`src/rtl/enemy_formation_ctrl.sv`:
```
// Invader formation sequencer: marches an alive-bitmap grid, scans one ship per cycle for bullet hits.
// Latency: frame_i to MARCH in at most N+3 cycles; hit_o and mask clear 1 cycle after the matching compare.
// No backpressure: frame_i is dropped outside MARCH. ENEMY_SPEEDUP_EN shortens the step period as ships die.
module enemy_formation_ctrl #(
  parameter int rows_p            = 4,
  parameter int cols_p            = 8,
  parameter int ship_w_p          = 16,
  parameter int ship_h_p          = 12,
  parameter int gap_x_p           = 8,
  parameter int gap_y_p           = 8,
  parameter int left_start_p      = 64,
  parameter int top_start_p       = 40,
  parameter int step_px_p         = 4,
  parameter int drop_px_p         = 8,
  parameter int frames_per_step_p = 8,
  parameter int screen_w_p        = 640,
  parameter int land_y_p          = 429
) (
  input  logic                       clk_i,
  input  logic                       reset_n_i,
  input  logic                       frame_i,
  input  logic                       start_i,
  input  logic                       bullet_valid_i,
  input  logic [9:0]                 bullet_left_i,
  input  logic [9:0]                 bullet_right_i,
  input  logic [9:0]                 bullet_top_i,
  input  logic [9:0]                 bullet_bot_i,
  output logic [9:0]                 origin_x_o,
  output logic [9:0]                 origin_y_o,
  output logic [rows_p*cols_p-1:0]   alive_mask_o,
  output logic                       hit_o,
  output logic                       cleared_o,
  output logic                       landed_o,
  output logic [2:0]                 state_o
);

  localparam int N       = rows_p * cols_p;
  localparam int PITCH_X = ship_w_p + gap_x_p;
  localparam int PITCH_Y = ship_h_p + gap_y_p;
  localparam int IW      = (N > 1) ? $clog2(N) : 1;
  localparam int RW      = (rows_p > 1) ? $clog2(rows_p) : 1;
  localparam int CW      = (cols_p > 1) ? $clog2(cols_p) : 1;
  localparam int FW      = $clog2(frames_per_step_p + 1);

  typedef enum logic [2:0] {
    IDLE    = 3'd0,
    MARCH   = 3'd1,
    SCAN    = 3'd2,
    STEP    = 3'd3,
    CHECK   = 3'd4,
    CLEARED = 3'd5,
    LANDED  = 3'd6
  } state_t;

  typedef struct packed {
    logic [9:0] left;
    logic [9:0] right;
    logic [9:0] top;
    logic [9:0] bot;
  } box_t;

  state_t          state_q, state_d;
  logic [N-1:0]    mask_q, mask_d;
  logic [9:0]      ox_q, ox_d, oy_q, oy_d;
  logic            dir_left_q, dir_left_d;
  logic [FW-1:0]   cnt_q, cnt_d;
  logic [IW-1:0]   idx_q, idx_d;
  logic [RW-1:0]   row_q, row_d;
  logic [CW-1:0]   col_q, col_d;
  box_t            box_q, box_d;
  logic            hit_q, hit_d, cleared_q, cleared_d, landed_q, landed_d;

  logic [cols_p-1:0] col_alive;
  logic [rows_p-1:0] row_alive;
  logic [CW-1:0]     right_col, left_col;
  logic [RW-1:0]     low_row;

  always_comb begin
    col_alive = '0;
    row_alive = '0;
    right_col = '0;
    left_col  = '0;
    low_row   = '0;
    for (int r = 0; r < rows_p; r++) begin
      for (int c = 0; c < cols_p; c++) begin
        if (mask_q[r*cols_p + c]) begin
          col_alive[c] = 1'b1;
          row_alive[r] = 1'b1;
        end
      end
    end
    for (int c = 0; c < cols_p; c++)
      if (col_alive[c]) right_col = CW'(c);
    for (int c = cols_p - 1; c >= 0; c--)
      if (col_alive[c]) left_col = CW'(c);
    for (int r = 0; r < rows_p; r++)
      if (row_alive[r]) low_row = RW'(r);
  end

  // Border and landing math in 11 bits so x + offset never wraps.
  logic [10:0] right_edge, left_edge, low_bot;
  logic [10:0] s_left, s_right, s_top, s_bot;
  logic        overlap, ship_hit;

  assign right_edge = {1'b0, ox_q} + 11'(right_col * PITCH_X) + 11'(ship_w_p);
  assign left_edge  = {1'b0, ox_q} + 11'(left_col * PITCH_X);
  assign low_bot    = {1'b0, oy_q} + 11'(low_row * PITCH_Y) + 11'(ship_h_p);

  assign s_left   = {1'b0, ox_q} + 11'(col_q * PITCH_X);
  assign s_right  = s_left + 11'(ship_w_p);
  assign s_top    = {1'b0, oy_q} + 11'(row_q * PITCH_Y);
  assign s_bot    = s_top + 11'(ship_h_p);
  assign overlap  = ({1'b0, box_q.left} < s_right) && ({1'b0, box_q.right} > s_left) &&
                    ({1'b0, box_q.top}  < s_bot)   && ({1'b0, box_q.bot}   > s_top);
  assign ship_hit = mask_q[idx_q] && overlap;

  logic [FW-1:0] period;
  logic          move_now;

`ifdef ENEMY_SPEEDUP_EN
  localparam int P_FULL = (frames_per_step_p > 0) ? frames_per_step_p : 1;
  localparam int P_HALF = (frames_per_step_p / 2 > 0) ? frames_per_step_p / 2 : 1;
  localparam int P_QTR  = (frames_per_step_p / 4 > 0) ? frames_per_step_p / 4 : 1;
  logic [IW:0] alive_cnt;

  always_comb begin
    alive_cnt = '0;
    for (int i = 0; i < N; i++)
      alive_cnt = alive_cnt + {{IW{1'b0}}, mask_q[i]};
    if (2 * int'(alive_cnt) > N)      period = FW'(P_FULL);
    else if (4 * int'(alive_cnt) > N) period = FW'(P_HALF);
    else                              period = FW'(P_QTR);
  end
`else
  assign period = FW'(frames_per_step_p);
`endif

  assign move_now = (cnt_q >= period - FW'(1));

  always_comb begin
    state_d    = state_q;
    mask_d     = mask_q;
    ox_d       = ox_q;
    oy_d       = oy_q;
    dir_left_d = dir_left_q;
    cnt_d      = cnt_q;
    idx_d      = idx_q;
    row_d      = row_q;
    col_d      = col_q;
    box_d      = box_q;
    hit_d      = 1'b0;
    cleared_d  = cleared_q;
    landed_d   = landed_q;
    case (state_q)
      IDLE, CLEARED, LANDED: begin
        if (start_i) begin
          mask_d     = '1;
          ox_d       = 10'(left_start_p);
          oy_d       = 10'(top_start_p);
          dir_left_d = 1'b0;
          cnt_d      = '0;
          cleared_d  = 1'b0;
          landed_d   = 1'b0;
          state_d    = MARCH;
        end
      end
      MARCH: begin
        if (frame_i) begin
          if (bullet_valid_i) begin
            box_d   = '{bullet_left_i, bullet_right_i, bullet_top_i, bullet_bot_i};
            idx_d   = '0;
            row_d   = '0;
            col_d   = '0;
            state_d = SCAN;
          end else begin
            state_d = STEP;
          end
        end
      end
      SCAN: begin
        if (ship_hit) begin
          mask_d[idx_q] = 1'b0;
          hit_d         = 1'b1;
          state_d       = STEP;
        end else if (idx_q == IW'(N - 1)) begin
          state_d = STEP;
        end else begin
          idx_d = idx_q + 1'b1;
          if (col_q == CW'(cols_p - 1)) begin
            col_d = '0;
            row_d = row_q + 1'b1;
          end else begin
            col_d = col_q + 1'b1;
          end
        end
      end
      STEP: begin
        state_d = CHECK;
        if (move_now) begin
          cnt_d = '0;
          // An empty grid has no edge; hold the origin until CHECK retires it.
          if (mask_q != '0) begin
            if (!dir_left_q) begin
              if (right_edge + 11'(step_px_p) > 11'(screen_w_p - 1)) begin
                oy_d       = oy_q + 10'(drop_px_p);
                dir_left_d = 1'b1;
              end else begin
                ox_d = ox_q + 10'(step_px_p);
              end
            end else begin
              if (left_edge < 11'(step_px_p)) begin
                oy_d       = oy_q + 10'(drop_px_p);
                dir_left_d = 1'b0;
              end else begin
                ox_d = ox_q - 10'(step_px_p);
              end
            end
          end
        end else begin
          cnt_d = cnt_q + FW'(1);
        end
      end
      CHECK: begin
        if (mask_q == '0) begin
          state_d   = CLEARED;
          cleared_d = 1'b1;
        end else if (low_bot >= 11'(land_y_p)) begin
          state_d  = LANDED;
          landed_d = 1'b1;
        end else begin
          state_d = MARCH;
        end
      end
      default: state_d = IDLE;
    endcase
  end

  always_ff @(posedge clk_i or negedge reset_n_i) begin
    if (!reset_n_i) begin
      state_q    <= IDLE;
      mask_q     <= '1;
      ox_q       <= 10'(left_start_p);
      oy_q       <= 10'(top_start_p);
      dir_left_q <= 1'b0;
      cnt_q      <= '0;
      idx_q      <= '0;
      row_q      <= '0;
      col_q      <= '0;
      box_q      <= '0;
      hit_q      <= 1'b0;
      cleared_q  <= 1'b0;
      landed_q   <= 1'b0;
    end else begin
      state_q    <= state_d;
      mask_q     <= mask_d;
      ox_q       <= ox_d;
      oy_q       <= oy_d;
      dir_left_q <= dir_left_d;
      cnt_q      <= cnt_d;
      idx_q      <= idx_d;
      row_q      <= row_d;
      col_q      <= col_d;
      box_q      <= box_d;
      hit_q      <= hit_d;
      cleared_q  <= cleared_d;
      landed_q   <= landed_d;
    end
  end

  assign origin_x_o   = ox_q;
  assign origin_y_o   = oy_q;
  assign alive_mask_o = mask_q;
  assign hit_o        = hit_q;
  assign cleared_o    = cleared_q;
  assign landed_o     = landed_q;
  assign state_o      = state_q;

endmodule

```
`config.mk`:
```
export PLATFORM = sky130hd
export DESIGN_NAME = enemy_formation_ctrl
export DESIGN_NICKNAME = d
export VERILOG_FILES = /design/src/rtl/enemy_formation_ctrl.sv
export SDC_FILE = /design/constraint.sdc
export NUM_CORES = 1
export LEC_CHECK = 0
export ABC_AREA = 1
export CAP_MARGIN = 20
export CORE_MARGIN = 2
export CORE_UTILIZATION = 40
export CTS_BUF_LIST = sky130_fd_sc_hd__clkbuf_8
export CTS_CLUSTER_SIZE = 28
export DETAILED_ROUTE_END_ITERATION = 8
export PLACE_DENSITY = 0.7
export SKIP_CTS_REPAIR_TIMING = 1
export SLEW_MARGIN = 40
export SYNTH_ARGS = -nofsm -noshare
export SYNTH_HDL_FRONTEND = slang
export SYNTH_SLANG_ARGS = --single-unit
```
`constraint.sdc`:
```
create_clock -name clk_i -period 8 [get_ports clk_i]
set_clock_uncertainty 0.1 [all_clocks]
set_input_delay 1.6 -clock clk_i [delete_from_list [all_inputs] [get_ports clk_i]]
set_output_delay 1.6 -clock clk_i [all_outputs]
set_load 0.02 [all_outputs]
```
==> results by group <==
Power
  – Switching power summed over all nets: 1.510 mW
  – Switching power share of the total: 0.4692
  – Largest voltage drop on the vdd net: about 210 uV
  – LEAKAGE: between 4 and 5 nW
  – Power share of the sequential group: 0.344
  – Gate power share: 0.550
  – Internal cell power: approximately 1.7 mW
  – Clock share of power: 0.106
  – Power per cell area: between 300 and 400 nW/um^2

Critical path
  – Endpoint of the lowest-slack register-to-register path: origin_x_o[9]
  – Critical Path Start Type: register
  – Crit path kind: register to register
  – Total stage count of the critical path: 23
  – Count of buffer and inverter cells on the critical path: 1
  – Worst EP required: just over 8000 ps
  – Critical path's slowest cell: sky130_fd_sc_hd__nor4_1
  – Data arrival time of the critical path: just under 5000 ps
  – End of the critical path: origin_x_o[9]
  – Register-to-register setup slack: 3200 ps
  – Reg2reg start: alive_mask_o[18]
  – Maximum cell stage delay along the critical path: 630 ps
  – Largest fanout of any net on the critical path: 16
  – Critical path launch point: alive_mask_o[18]
  – Depth of the worst register-to-register path: 23
  – Kind of capture point of the worst setup path: register
  – Most frequent cell on the critical path: sky130_fd_sc_hd__nand2_1
  – Cell family with most CP delay: simple AND/OR/NAND/NOR gates
  – Worst-path cell chain: nor4_1, nand2_1, nand2_1, a21boi_0, o21ai_0, ha_1, inv_1, fa_1, xor2_1, ha_1, ha_1, a21oi_1, nand2_1, a21oi_1, o21ai_0, xor2_1, nand2_1, o21ai_0, nand2_1, nand2_1, nand2_1, nand2_1, o21ai_0

Floorplanning
  – Die height: about 150 um
  – Starting density of the core: 0.4082
  – Standard-cell rows: 51
  – Core Box Area: around 20,000 sq um
  – Die boundary width: 145.2 um
  – I/O Pins: slightly above 100
  – Total Die Area: 21,070 sq um

Clocking
  – Number of buffers added by the clock tree synthesis step: 9
  – Clock root buffer master: sky130_fd_sc_hd__clkbuf_8
  – Number of sinks driven by the clock tree: 104
  – CTS HTree Levels: 3
  – CTS tree: yes
  – Clock slew at the register clock pins of the worst setup and hold paths: approximately 110 ps
  – Clock latency on the worst-skew pair: between 300 and 400 ps
  – Worst-case clock buffer depth: 2

Timing
  – Post-Route Hold Slack: ~390 ps
  – Actual transition at the worst max-transition pin: approximately 720 ps
  – Number of setup violations in the final report: 0
  – Total count of max-transition violations in the final report: 0
  – Unrepaired setup endpoints after global routing: no
  – Total negative slack for setup checks: 0 ps
  – Fin crit share: 0.6003
  – Number of hold-slack violations in the final timing report: 0
  – Headroom to the max-slew limit: 0.5186
  – Fmax: roughly 210 MHz
  – Post-layout minimum cycle time: 4802 ps

GRT
  – First-pass GRT wire length: about 33 mm
  – Antenna violations before repair: 0
  – GR Util All Layers: 0.1891
  – Total global routing overflow: 0
  – Via count of the first global-routing pass: 6,566
  – Pin count of the biggest net entering global routing: 59

Worst hold path
  – Hold crit path type: register to register

Yosys
  – Syn. warnings: 0
  – Cell area after synthesis: roughly 8000 sq um
  – Distinct cell type count of the synthesized netlist: 47
  – Synth Register Bits: between 100 and 150
  – Mean area per synthesized cell: 8.044 sq um
  – Number of cells produced by synthesis: 991
  – Sequential cell area fraction in the yosys report: 0.3320
  – Number of enable flip-flop cells after synthesis: 0
  – Most common flop cell mapped by yosys: sky130_fd_sc_hd__dfrtp_1
  – Async set-reset flop share out of synthesis: 1.000

Layout
  – Utilization of the core after routing: 0.4759
  – Reg area: approximately 2600 sq um
  – Number of inserted filler cells in the final layout: about 2,000
  – Post-synthesis to final-layout area growth: 16.58%
  – Combined area of the multi-input logic cells: 4750 sq um
  – Most frequent cells in the layout: sky130_fd_sc_hd__nand2_1 (273), sky130_fd_sc_hd__inv_1 (98), sky130_fd_sc_hd__clkdlybuf4s50_1 (92), sky130_fd_sc_hd__ha_1 (86), sky130_fd_sc_hd__dfrtp_1 (69)
  – Fin area: ~9300 sq um
  – Final antenna diode count: 0
  – Final net count: about 1,200
  – Commonest non-fill, non-tap cell in the layout: sky130_fd_sc_hd__nand2_1
  – Share of cells above drive strength 1: 0.1370

Place
  – DP HPWL: roughly 15 mm
  – Placer Congestion: around 0.88
  – Buffers added on ports: 93
  – Post-detailed-placement cell area: 9091 sq um

Run status
  – Run status: finished, final reports clean

Detailed routing
  – Avg Vias per Cell: roughly 5
  – Detailed-route DRC error count: 0
  – 1st-iter DRT viols: roughly 470
  – Sum of routed wire length over all layers: ~19 mm
  – Total number of vias: roughly 6,800
  – Initial DRT Pass Iterations: 5
  – Post-DR wirelength/cell: between 10 and 15 um
  – Antenna-violating nets left: 0

Flow run
  – Max-cap viol count: 0
-- tightest hold or removal path: stages, from the launching register on --
cell and delay [ps]:
sky130_fd_sc_hd__dfrtp_1 360, sky130_fd_sc_hd__nand2_1 50, sky130_fd_sc_hd__nand2_1 60
-- Yosys cell counts, types with 4 or more instances --
master | n | share of area
sky130_fd_sc_hd__or2_2 | 8 | 0.0063
sky130_fd_sc_hd__buf_2 | 4 | 0.0025
sky130_fd_sc_hd__nor4_1 | 17 | 0.013
sky130_fd_sc_hd__mux2_2 | 35 | 0.049
sky130_fd_sc_hd__xor2_1 | 17 | 0.019
sky130_fd_sc_hd__dfstp_2 | 35 | 0.12
sky130_fd_sc_hd__buf_4 | 8 | 0.0075
sky130_fd_sc_hd__inv_2 | 11 | 0.0052
sky130_fd_sc_hd__ha_1 | 86 | 0.13
sky130_fd_sc_hd__nor2_1 | 49 | 0.023
sky130_fd_sc_hd__nor3_1 | 10 | 0.0063
sky130_fd_sc_hd__inv_1 | 97 | 0.046
sky130_fd_sc_hd__buf_6 | 6 | 0.0085
sky130_fd_sc_hd__o21ai_0 | 45 | 0.028
sky130_fd_sc_hd__clkbuf_1 | 6 | 0.0028
sky130_fd_sc_hd__nand2_1 | 273 | 0.13
sky130_fd_sc_hd__xnor2_1 | 11 | 0.012
sky130_fd_sc_hd__nand4_1 | 15 | 0.012
sky130_fd_sc_hd__nand2_2 | 9 | 0.0071
sky130_fd_sc_hd__buf_1 | 4 | 0.0019
sky130_fd_sc_hd__o21ai_2 | 16 | 0.018
sky130_fd_sc_hd__dfrtp_1 | 69 | 0.22
sky130_fd_sc_hd__nor3_2 | 6 | 0.0075
sky130_fd_sc_hd__o211ai_1 | 6 | 0.0057
sky130_fd_sc_hd__a21oi_1 | 52 | 0.033
sky130_fd_sc_hd__nand3_1 | 37 | 0.023
sky130_fd_sc_hd__fa_1 | 8 | 0.020
sky130_fd_sc_hd__a21o_1 | 4 | 0.0038
sky130_fd_sc_hd__o21ai_1 | 20 | 0.013
-- per-stage QoR --
| stage | power (mW) | cells | setup WS, ps |
|---|---|---|---|
| CTS | 3.251 | 1345 | 3129 |
| detailed placement | 2.889 | 1329 | 3139 |
| finish | 3.219 | 1345 | 3198 |
| global placement | 2.831 | 1329 | 3304 |
| floorplan | 2.362 | 995 | 3909 |
| global route | 3.551 | 1345 | 2639 |
-- per-layer routing --
layer  track usage  part of all wire
met1        0.2540              0.46
met2        0.3114              0.47
met3       0.03805             0.057
met4       0.05196             0.019
met5             0                 0
-- power groups by stage --
stage | Combinational (mW) | Sequential [mW] | Clock, mW
2_1_floorplan | 1.23 | 1.13 | 0
3_3_place_gp | 1.73 | 1.10 | 0
3_5_place_dp | 1.78 | 1.11 | 0
4_1_cts | 1.79 | 1.10 | 0.353
5_1_grt | 2.03 | 1.14 | 0.376
6_report | 1.77 | 1.11 | 0.340
-- how the worst min path moves through the flow --
stage	start	slack, ps	depth (start not counted)	endpoint
after floorplan	cnt_q[3]	350	2	cnt_q[3]
after global placement	landed_o	370	2	landed_o
after detailed placement	landed_o	380	2	landed_o
after CTS	landed_o	400	2	landed_o
after global routing	landed_o	420	2	landed_o
final	landed_o	390	2	landed_o
-- sequential cells by signal, summed over array words and instances, names as in the netlist --
signal and flops:
box_q 36, alive_mask_o 32, origin_x_o 8, origin_y_o 7, idx_q 5, cnt_q 4
col_q 3, state_o 3, row_q 2, cleared_o 1, dir_left_q 1, hit_o 1
landed_o 1
-- kinds of logic (layout without fill, tap and decap cells) --
group	count (synthesis)	in the layout	share of synthesized area
multiplexers	35	35	0.04944
other	1	5	0.0004704
XOR/XNOR	29	29	0.03280
adder cells (fa/ha/maj)	94	94	0.1551
AND/OR/NAND/NOR	436	436	0.2413
flip-flops	104	104	0.3320
AO/OA/AOI/OAI	156	156	0.1149
buffers and inverters	136	221	0.07408
-- area by class of cell --
cell class | count | share of cell area
Multi-Input combinational cell | 755 | 0.5111
Sequential cell | 104 | 0.2848
Timing Repair Buffer | 97 | 0.1035
Inverter | 108 | 0.04362
Tap cell | 265 | 0.03568
Clock buffer | 10 | 0.01481
Clock inverter | 6 | 0.006463
No activity file was read; power rests on OpenSTA's default activity.
